**src/rtl/lcd_cmd_issuer_if.sv**
```systemverilog
`default_nettype none
// +----------------------------------------------------------------------------+
// | Module      : lcd_cmd_issuer_if                                            |
// | Description : Signal bundle between the host sequencer, the command        |
// |               issuer and the LCD controller command port.                  |
// |   in_cmd/in_valid/in_ready : enqueue handshake from the upstream producer  |
// |   cmd/cmd_valid            : one-cycle command strobe to the controller    |
// |   busy/done                : controller status                             |
// |   finished/timeout/illegal : sticky completion and error flags             |
// |   issued_cnt               : saturating count of issued strobes            |
// | Revision    : 1.0 - initial release                                        |
// +----------------------------------------------------------------------------+
interface lcd_cmd_issuer_if;
  logic [3:0] in_cmd;
  logic       in_valid;
  logic       in_ready;
  logic [3:0] cmd;
  logic       cmd_valid;
  logic       busy;
  logic       done;
  logic       finished;
  logic       timeout;
  logic       illegal;
  logic [7:0] issued_cnt;

  // Issuer side
  modport master (
    input  in_cmd, in_valid, busy, done,
    output in_ready, cmd, cmd_valid, finished, timeout, illegal, issued_cnt
  );

  // Producer / controller side
  modport slave (
    output in_cmd, in_valid, busy, done,
    input  in_ready, cmd, cmd_valid, finished, timeout, illegal, issued_cnt
  );
endinterface
`default_nettype wire

```
**src/rtl/lcd_cmd_issuer.sv**
```systemverilog
`default_nettype none
// +----------------------------------------------------------------------------+
// | Module      : lcd_cmd_issuer                                               |
// | Description : Buffers 4-bit LCD commands in a FIFO and issues them to the  |
// |               LCD controller one at a time, honouring its busy handshake.  |
// |               After the Write command (code 0) it waits for done and       |
// |               reports completion or timeout.                               |
// | Ports       : clk   - clock, rising edge                                   |
// |               reset - asynchronous, active-high                            |
// |               bus   - lcd_cmd_issuer_if.master (enqueue port, controller   |
// |                       command port, status flags, issue counter)           |
// | Parameters  : DEPTH   - FIFO depth, power of two, >= 2                     |
// |               TIMEOUT - cycles allowed in WAIT_DONE (8..65535)             |
// | Revision    : 1.0 - initial release                                        |
// +----------------------------------------------------------------------------+
module lcd_cmd_issuer #(
  parameter int DEPTH   = 16,
  parameter int TIMEOUT = 200
) (
  input  logic             clk,
  input  logic             reset,
  lcd_cmd_issuer_if.master bus
);

  localparam int          c_AW        = $clog2(DEPTH);
  localparam logic [c_AW:0] c_PTR_ONE = {{c_AW{1'b0}}, 1'b1};
  localparam logic [15:0] c_TOUT_LAST = 16'(TIMEOUT - 1);
  localparam logic [3:0]  c_CMD_WRITE = 4'd0;

  localparam logic [2:0] c_ST_BOOT   = 3'd0;
  localparam logic [2:0] c_ST_IDLE   = 3'd1;
  localparam logic [2:0] c_ST_ISSUE  = 3'd2;
  localparam logic [2:0] c_ST_GAP    = 3'd3;
  localparam logic [2:0] c_ST_WAIT   = 3'd4;
  localparam logic [2:0] c_ST_FINISH = 3'd5;
  localparam logic [2:0] c_ST_TOUT   = 3'd6;

  // State
  logic [2:0]    r_state;
  logic [2:0]    w_state_nxt;

  // FIFO storage and pointers (one extra bit to tell full from empty)
  logic [3:0]    r_mem [DEPTH];
  logic [c_AW:0] r_wr_ptr;
  logic [c_AW:0] r_rd_ptr;

  // Datapath registers
  logic [3:0]    r_cmd;
  logic [15:0]   r_tcnt;
  logic          r_illegal;
  logic [7:0]    r_issued;

  // Combinational helpers
  logic          w_empty;
  logic          w_full;
  logic          w_open;
  logic          w_in_ready;
  logic          w_accept;
  logic          w_code_bad;
  logic          w_push_wr;
  logic          w_pop;
  logic [15:0]   w_tcnt_nxt;
  logic          w_cmd_valid;
  logic          w_finished;
  logic          w_timeout;

  // ---------------------------------------------------------------------------
  // FIFO status and handshake
  // ---------------------------------------------------------------------------
  assign w_empty = (r_wr_ptr == r_rd_ptr);
  assign w_full  = (r_wr_ptr[c_AW] != r_rd_ptr[c_AW]) &&
                   (r_wr_ptr[c_AW-1:0] == r_rd_ptr[c_AW-1:0]);

  // Full blocks pushes even when a pop happens in the same cycle, which keeps
  // in_ready free of any dependency on busy.
  assign w_in_ready = w_open && !w_full;
  assign w_accept   = bus.in_valid && w_in_ready;

  // Codes 12..15 are taken off the bus but never stored.
  assign w_code_bad = (bus.in_cmd[3:2] == 2'b11);
  assign w_push_wr  = w_accept && !w_code_bad;

  assign w_pop = (r_state == c_ST_IDLE) && !w_empty && !bus.busy;

  assign w_tcnt_nxt = r_tcnt + 16'd1;

  // ---------------------------------------------------------------------------
  // FSM: state register
  // ---------------------------------------------------------------------------
  always_ff @(posedge clk or posedge reset) begin
    if (reset) begin
      r_state <= c_ST_BOOT;
    end else begin
      r_state <= w_state_nxt;
    end
  end

  // ---------------------------------------------------------------------------
  // FSM: next-state logic
  // ---------------------------------------------------------------------------
  always_comb begin
    w_state_nxt = r_state;
    case (r_state)
      // Hold off while the controller loads its ROM.
      c_ST_BOOT:   if (!bus.busy) w_state_nxt = c_ST_IDLE;
      c_ST_IDLE:   if (w_pop)     w_state_nxt = c_ST_ISSUE;
      c_ST_ISSUE:  w_state_nxt = (r_cmd == c_CMD_WRITE) ? c_ST_WAIT : c_ST_GAP;
      // busy is deliberately ignored here: the controller raises it only in
      // this cycle as its acknowledge of the strobe.
      c_ST_GAP:    w_state_nxt = c_ST_IDLE;
      // done wins over the counter. The counter reaches TIMEOUT-1 on the edge
      // that leaves WAIT_DONE, so the timeout flag appears TIMEOUT cycles
      // after the Write strobe.
      c_ST_WAIT: begin
        if (bus.done) begin
          w_state_nxt = c_ST_FINISH;
        end else if (w_tcnt_nxt == c_TOUT_LAST) begin
          w_state_nxt = c_ST_TOUT;
        end
      end
      c_ST_FINISH: w_state_nxt = c_ST_FINISH;
      c_ST_TOUT:   w_state_nxt = c_ST_TOUT;
      default:     w_state_nxt = c_ST_BOOT;
    endcase
  end

  // ---------------------------------------------------------------------------
  // FSM: outputs decoded from the state register
  // ---------------------------------------------------------------------------
  always_comb begin
    w_cmd_valid = 1'b0;
    w_finished  = 1'b0;
    w_timeout   = 1'b0;
    w_open      = 1'b0;
    case (r_state)
      c_ST_IDLE:   w_open = 1'b1;
      c_ST_ISSUE: begin
        w_open      = 1'b1;
        w_cmd_valid = 1'b1;
      end
      c_ST_GAP:    w_open = 1'b1;
      c_ST_WAIT:   w_open = 1'b1;
      c_ST_FINISH: w_finished = 1'b1;
      c_ST_TOUT:   w_timeout  = 1'b1;
      default: begin
        w_open = 1'b0;
      end
    endcase
  end

  // ---------------------------------------------------------------------------
  // FIFO storage (contents need no reset; pointers define validity)
  // ---------------------------------------------------------------------------
  always_ff @(posedge clk) begin
    if (w_push_wr) begin
      r_mem[r_wr_ptr[c_AW-1:0]] <= bus.in_cmd;
    end
  end

  // ---------------------------------------------------------------------------
  // Pointers, command register, counters and sticky flags
  // ---------------------------------------------------------------------------
  always_ff @(posedge clk or posedge reset) begin
    if (reset) begin
      r_wr_ptr  <= '0;
      r_rd_ptr  <= '0;
      r_cmd     <= 4'd0;
      r_tcnt    <= 16'd0;
      r_illegal <= 1'b0;
      r_issued  <= 8'd0;
    end else begin
      if (w_push_wr) begin
        r_wr_ptr <= r_wr_ptr + c_PTR_ONE;
      end

      if (w_pop) begin
        r_cmd    <= r_mem[r_rd_ptr[c_AW-1:0]];
        r_rd_ptr <= r_rd_ptr + c_PTR_ONE;
      end

      if (w_accept && w_code_bad) begin
        r_illegal <= 1'b1;
      end

      if ((r_state == c_ST_ISSUE) && (r_issued != 8'hFF)) begin
        r_issued <= r_issued + 8'd1;
      end

      // Zero outside WAIT_DONE so every entry starts from a clean count.
      if (r_state == c_ST_WAIT) begin
        r_tcnt <= w_tcnt_nxt;
      end else begin
        r_tcnt <= 16'd0;
      end
    end
  end

  // ---------------------------------------------------------------------------
  // Output drive
  // ---------------------------------------------------------------------------
  assign bus.in_ready   = w_in_ready;
  assign bus.cmd_valid  = w_cmd_valid;
  assign bus.cmd        = w_cmd_valid ? r_cmd : 4'd0;
  assign bus.finished   = w_finished;
  assign bus.timeout    = w_timeout;
  assign bus.illegal    = r_illegal;
  assign bus.issued_cnt = r_issued;

endmodule
`default_nettype wire

```
**src/flat_wrapper.sv**
```systemverilog
// flat-port wrapper written by rule: the top's interface ports become plain ports
module lcd_cmd_issuer_flat 
#(
  parameter int DEPTH   = 16,
  parameter int TIMEOUT = 200
)
  (clk, reset, bus_in_cmd, bus_in_valid, bus_busy, bus_done, bus_in_ready, bus_cmd, bus_cmd_valid, bus_finished, bus_timeout, bus_illegal, bus_issued_cnt);
  lcd_cmd_issuer_if bus_i ();
  input  logic clk;
  input  logic reset;
  input wire logic [$bits(bus_i.in_cmd)-1:0] bus_in_cmd;
  input wire logic [$bits(bus_i.in_valid)-1:0] bus_in_valid;
  input wire logic [$bits(bus_i.busy)-1:0] bus_busy;
  input wire logic [$bits(bus_i.done)-1:0] bus_done;
  output wire logic [$bits(bus_i.in_ready)-1:0] bus_in_ready;
  output wire logic [$bits(bus_i.cmd)-1:0] bus_cmd;
  output wire logic [$bits(bus_i.cmd_valid)-1:0] bus_cmd_valid;
  output wire logic [$bits(bus_i.finished)-1:0] bus_finished;
  output wire logic [$bits(bus_i.timeout)-1:0] bus_timeout;
  output wire logic [$bits(bus_i.illegal)-1:0] bus_illegal;
  output wire logic [$bits(bus_i.issued_cnt)-1:0] bus_issued_cnt;
  assign bus_i.in_cmd = bus_in_cmd;
  assign bus_i.in_valid = bus_in_valid;
  assign bus_i.busy = bus_busy;
  assign bus_i.done = bus_done;
  assign bus_in_ready = bus_i.in_ready;
  assign bus_cmd = bus_i.cmd;
  assign bus_cmd_valid = bus_i.cmd_valid;
  assign bus_finished = bus_i.finished;
  assign bus_timeout = bus_i.timeout;
  assign bus_illegal = bus_i.illegal;
  assign bus_issued_cnt = bus_i.issued_cnt;
  lcd_cmd_issuer #(.DEPTH(DEPTH), .TIMEOUT(TIMEOUT)) u_core (.clk(clk), .reset(reset), .bus(bus_i));
endmodule
```
**config.mk**
```make
export PLATFORM = sky130hd
export DESIGN_NAME = lcd_cmd_issuer_flat
export DESIGN_NICKNAME = d
export VERILOG_FILES = /design/src/rtl/lcd_cmd_issuer_if.sv /design/src/rtl/lcd_cmd_issuer.sv /design/src/flat_wrapper.sv
export SDC_FILE = /design/constraint.sdc
export NUM_CORES = 1
export LEC_CHECK = 0
export ABC_CLOCK_PERIOD_IN_PS = 2450
export BUFFER_PORTS_ARGS = -buffer_cell sky130_fd_sc_hd__buf_2
export CORE_MARGIN = 2
export CORE_UTILIZATION = 45
export DETAILED_ROUTE_END_ITERATION = 7
export GPL_ROUTABILITY_DRIVEN = 0
export HOLD_SLACK_MARGIN = 0.06
export PLACE_DENSITY = 0.62
export SYNTH_ARGS = -nofsm -noshare
export SYNTH_HDL_FRONTEND = slang
export SYNTH_SLANG_ARGS = --single-unit
```
**constraint.sdc**
```tcl
create_clock -name clk -period 2.45 [get_ports clk]
set_clock_uncertainty 0.1 [all_clocks]
set_input_delay 0.49 -clock clk [delete_from_list [all_inputs] [get_ports clk]]
set_output_delay 0.49 -clock clk [all_outputs]
set_load 0.01 [all_outputs]
```
==> out/results.tsv <==
stage	metric	value	unit
global_routing	global route overflow	0	
routing	via count	2844	
setup_path	CP Data Required Time	1.86	ns
timing	Hold WS	0.133	ns
floorplan	die width	108	um
timing	setup repair after global routing missed its margin	no	
floorplan	die area	0.0117	mm^2
placement	count of port buffers added during placement	25	
power_and_ir_drop	Worst VDD drop	409	uV
placement	Setup WS pre-CTS	0.113	ns
job	Max-cap violations	0	
finish	final core occ	50.6	%
clocking	CTS root buf	clkbuf_8	
routing	vias per cell	5.36	
global_routing	largest net degree at the start of global routing	43	
setup_path	critical path capture point type	primary output	
finish	area grow syn2layout	11.1	%
power_and_ir_drop	switching power	1.71	mW
synthesis	Post-Syn Instances	350	
power_and_ir_drop	Gate power share	33.2	%
setup_path	flop-to-flop setup slack	0.20	ns
setup_path	R2R cell count	6	
setup_path	crit path launch type	flop	
synthesis	post-synthesis instance area	0.00489	mm^2
finish	final net count	403	
global_routing	global-route wire length before repair	14900	um
synthesis	area leader, netlist	edfxtp_1	
synthesis	synth warn	0	
synthesis	Seq cells post-synth	106	
timing	Final Max Slew Viols	0	
setup_path	Crit Path Category	reg -> out	
synthesis	Synth area leaders	edfxtp_1 39%, dfrtp_1 21%, mux4_1 5.4%, mux4_2 4.6%, xnor2_1 3.9%	
clocking	total CTS buffers	9	
power_and_ir_drop	Clk network pwr share	21.8	%
clocking	H-tree depth	3	
timing	setup ws final	0.127	ns
global_routing	vias in the first global route	2749	
synthesis	Post-Syn Nets	367	
synthesis	Avg Inst Size Synth	14.0	um^2
finish	n_diodes	0	
routing	1st-pass router iterations	4	
power_and_ir_drop	Pleak	2.06	nW
setup_path	r2r startpoint	u_core.r_wr_ptr[1]	
routing	DRT iter0 DRCs	191	
routing	post-route antenna net violation count	0	
finish	most common cell after layout, fill and taps aside	edfxtp_1	
timing	final setup violating endpoints	0	
finish	Filler cells	937	
floorplan	Initial Util	45.6	%
floorplan	I/O pin count	26	
clocking	# hold bufs at CTS	0	
timing	Final Hold Viols	0	
clocking	clk slew on worst S/H paths	0.10	ns
power_and_ir_drop	sequential fraction of design power	45.0	%
synthesis	post-synthesis cell type count	49	
timing	Slew @ Worst Pin	0.522	ns
setup_path	Data arrival, critical path	1.73	ns
synthesis	asr flop ratio synth	39.6	%
finish	most frequent cells in the layout	64 x edfxtp_1, 41 x dfrtp_1, 35 x nand2_1	
timing	minimum clock period	2.32	ns
clocking	CTS tree	yes	
routing	wire length per cell	17.4	um
timing	Final Cycle Share	94.8	%
floorplan	core area	0.0107	mm^2
setup_path	crit-path max FO	3	
finish	layout cells sized above 1	20.7	%
clocking	Max clock buf depth	2	
synthesis	sequential share of the synthesized area	60.7	%
global_routing	GRT Overall Usage	17.1	%
floorplan	Die Ht	108	um
routing	# DRC	0	
floorplan	Std-Cell Rows	38	
timing	TNS Setup	0	ns
synthesis	Post-synth EDFFs	64	
power_and_ir_drop	pwr/cell area	950	mW/mm^2
timing	Max Clk Rate	430	MHz
timing	Max transition margin	65.2	%
placement	DP HPWL	6510	um
routing	wirelength, routed	9250	um
global_routing	antenna violations before repair	0	
status	status	completed	
power_and_ir_drop	switching portion of total power	33.0	%
worst_hold_path	min-delay worst type	in -> async	
setup_path	reg-to-reg endpoint	u_core.r_mem[14][3]	
clocking	clk sinks	106	
synthesis	Most used DFF post-synth	edfxtp_1	
synthesis	area share of the largest cell type after synthesis	39.3	%
power_and_ir_drop	cell-internal power	3.46	mW
clocking	clk_lat worst skew	0.37	ns
[metal layers]
| layer | share of wire (%) | global-route usage [%] | vias to the layer above |
|---|---|---|---|
| met5 | 0 | 0 | - |
| met4 | 0.87 | 4.21 | 0 |
| met3 | 6.1 | 4.16 | 8 |
| met2 | 46 | 26.0 | 74 |
| met1 | 47 | 24.8 | 1407 |
| li1 | - | - | 1355 |
[power by group through the flow]
stage | combinational (mW) | clock, mW | sequential (mW)
floorplan | 1.32 | 0 | 2.30
global route | 1.88 | 1.24 | 2.36
detailed placement | 1.71 | 0 | 2.36
global placement | 1.68 | 0 | 2.36
CTS | 1.74 | 1.17 | 2.33
finish | 1.71 | 1.13 | 2.33
[cells by family (layout without fill, tap and decap cells)]
kind of cell | Yosys count | count (layout) | share of synthesized area (%)
AOI/OAI and AO/OA | 26 | 26 | 3.89
buffers and inverters | 26 | 67 | 2.94
muxes | 22 | 22 | 10.4
xor gates and xnor gates | 36 | 36 | 6.60
adders and majority gates | 8 | 8 | 2.05
and+or+nand+nor | 126 | 126 | 13.4
DFF | 106 | 106 | 60.7
[state kept, by name, summed over array words and instances (netlist names)]
register / flops
u_core.r_rd_ptr: 5
u_core.r_wr_ptr: 5
u_core.r_cmd: 4
u_core.r_state: 3
u_core.bus.issued_cnt: 8
u_core.r_mem: 64
u_core.bus.illegal: 1
u_core.r_tcnt: 16
[critical path: stages, from the launching register on]
cell,delay [ns]
dfrtp_1,0.42
xor2_1,0.20
nor4_4,0.30
buf_4,0.18
a21oi_1,0.10
buf_2,0.17
[metrics by stage]
step	cell area, um^2	total power [mW]	cells
after floorplan	4890	3.62	350
after global placement	5210	4.03	514
after detailed placement	5210	4.08	514
after CTS	5430	5.23	531
after global routing	5440	5.48	531
final	5440	5.17	531
[layout make-up]
type	instances	area (um^2)	area share (%)
flip-flops and latches	106	2970	54.7
inverters	7	26.3	0.483
multi-input cells	218	1780	32.8
repair buffers	44	268	4.92
clock inverters	4	58.8	1.08
clock buffers	12	155	2.85
well taps	140	175	3.22
[timing repair]
action	CTS	global route
pin swaps	1	0
resized for setup	0	2
buffers inserted	1	0
setup endpoints to repair	1	5
[how the worst max path moves through the flow]
stage / start / end / slack [ns] / depth (start not counted)
6_report: u_core.r_rd_ptr[2] / bus_in_ready / 0.13 / 5
5_1_grt: u_core.r_rd_ptr[2] / bus_in_ready / 0.02 / 5
4_1_cts: u_core.r_wr_ptr[0] / u_core.r_mem[3][1] / 0.06 / 6
3_5_place_dp: u_core.r_wr_ptr[4] / u_core.r_mem[3][1] / 0.11 / 5
3_3_place_gp: u_core.r_wr_ptr[4] / u_core.r_mem[3][3] / 0.21 / 5
2_1_floorplan: u_core.r_rd_ptr[0] / u_core.r_mem[3][0] / 0.23 / 6
[Yosys cell counts, types with 3 or more instances]
cell type / instances
nand3_1: 8
nor2_1: 31
clkbuf_1: 10
edfxtp_1: 64
and2_1: 4
xor2_1: 13
nand2_1: 35
nand4_1: 11
inv_1: 7
o21ai_0: 7
or2_2: 3
nand2b_1: 3
nor3_1: 8
dfrtp_1: 42
xnor2_1: 22
buf_2: 3
and3_1: 3
ha_1: 8
nor4_1: 3
a21oi_1: 8
buf_4: 3
or4_1: 3
mux4_2: 10
mux4_1: 10
Note: power is estimated with default switching activity, not from simulation.
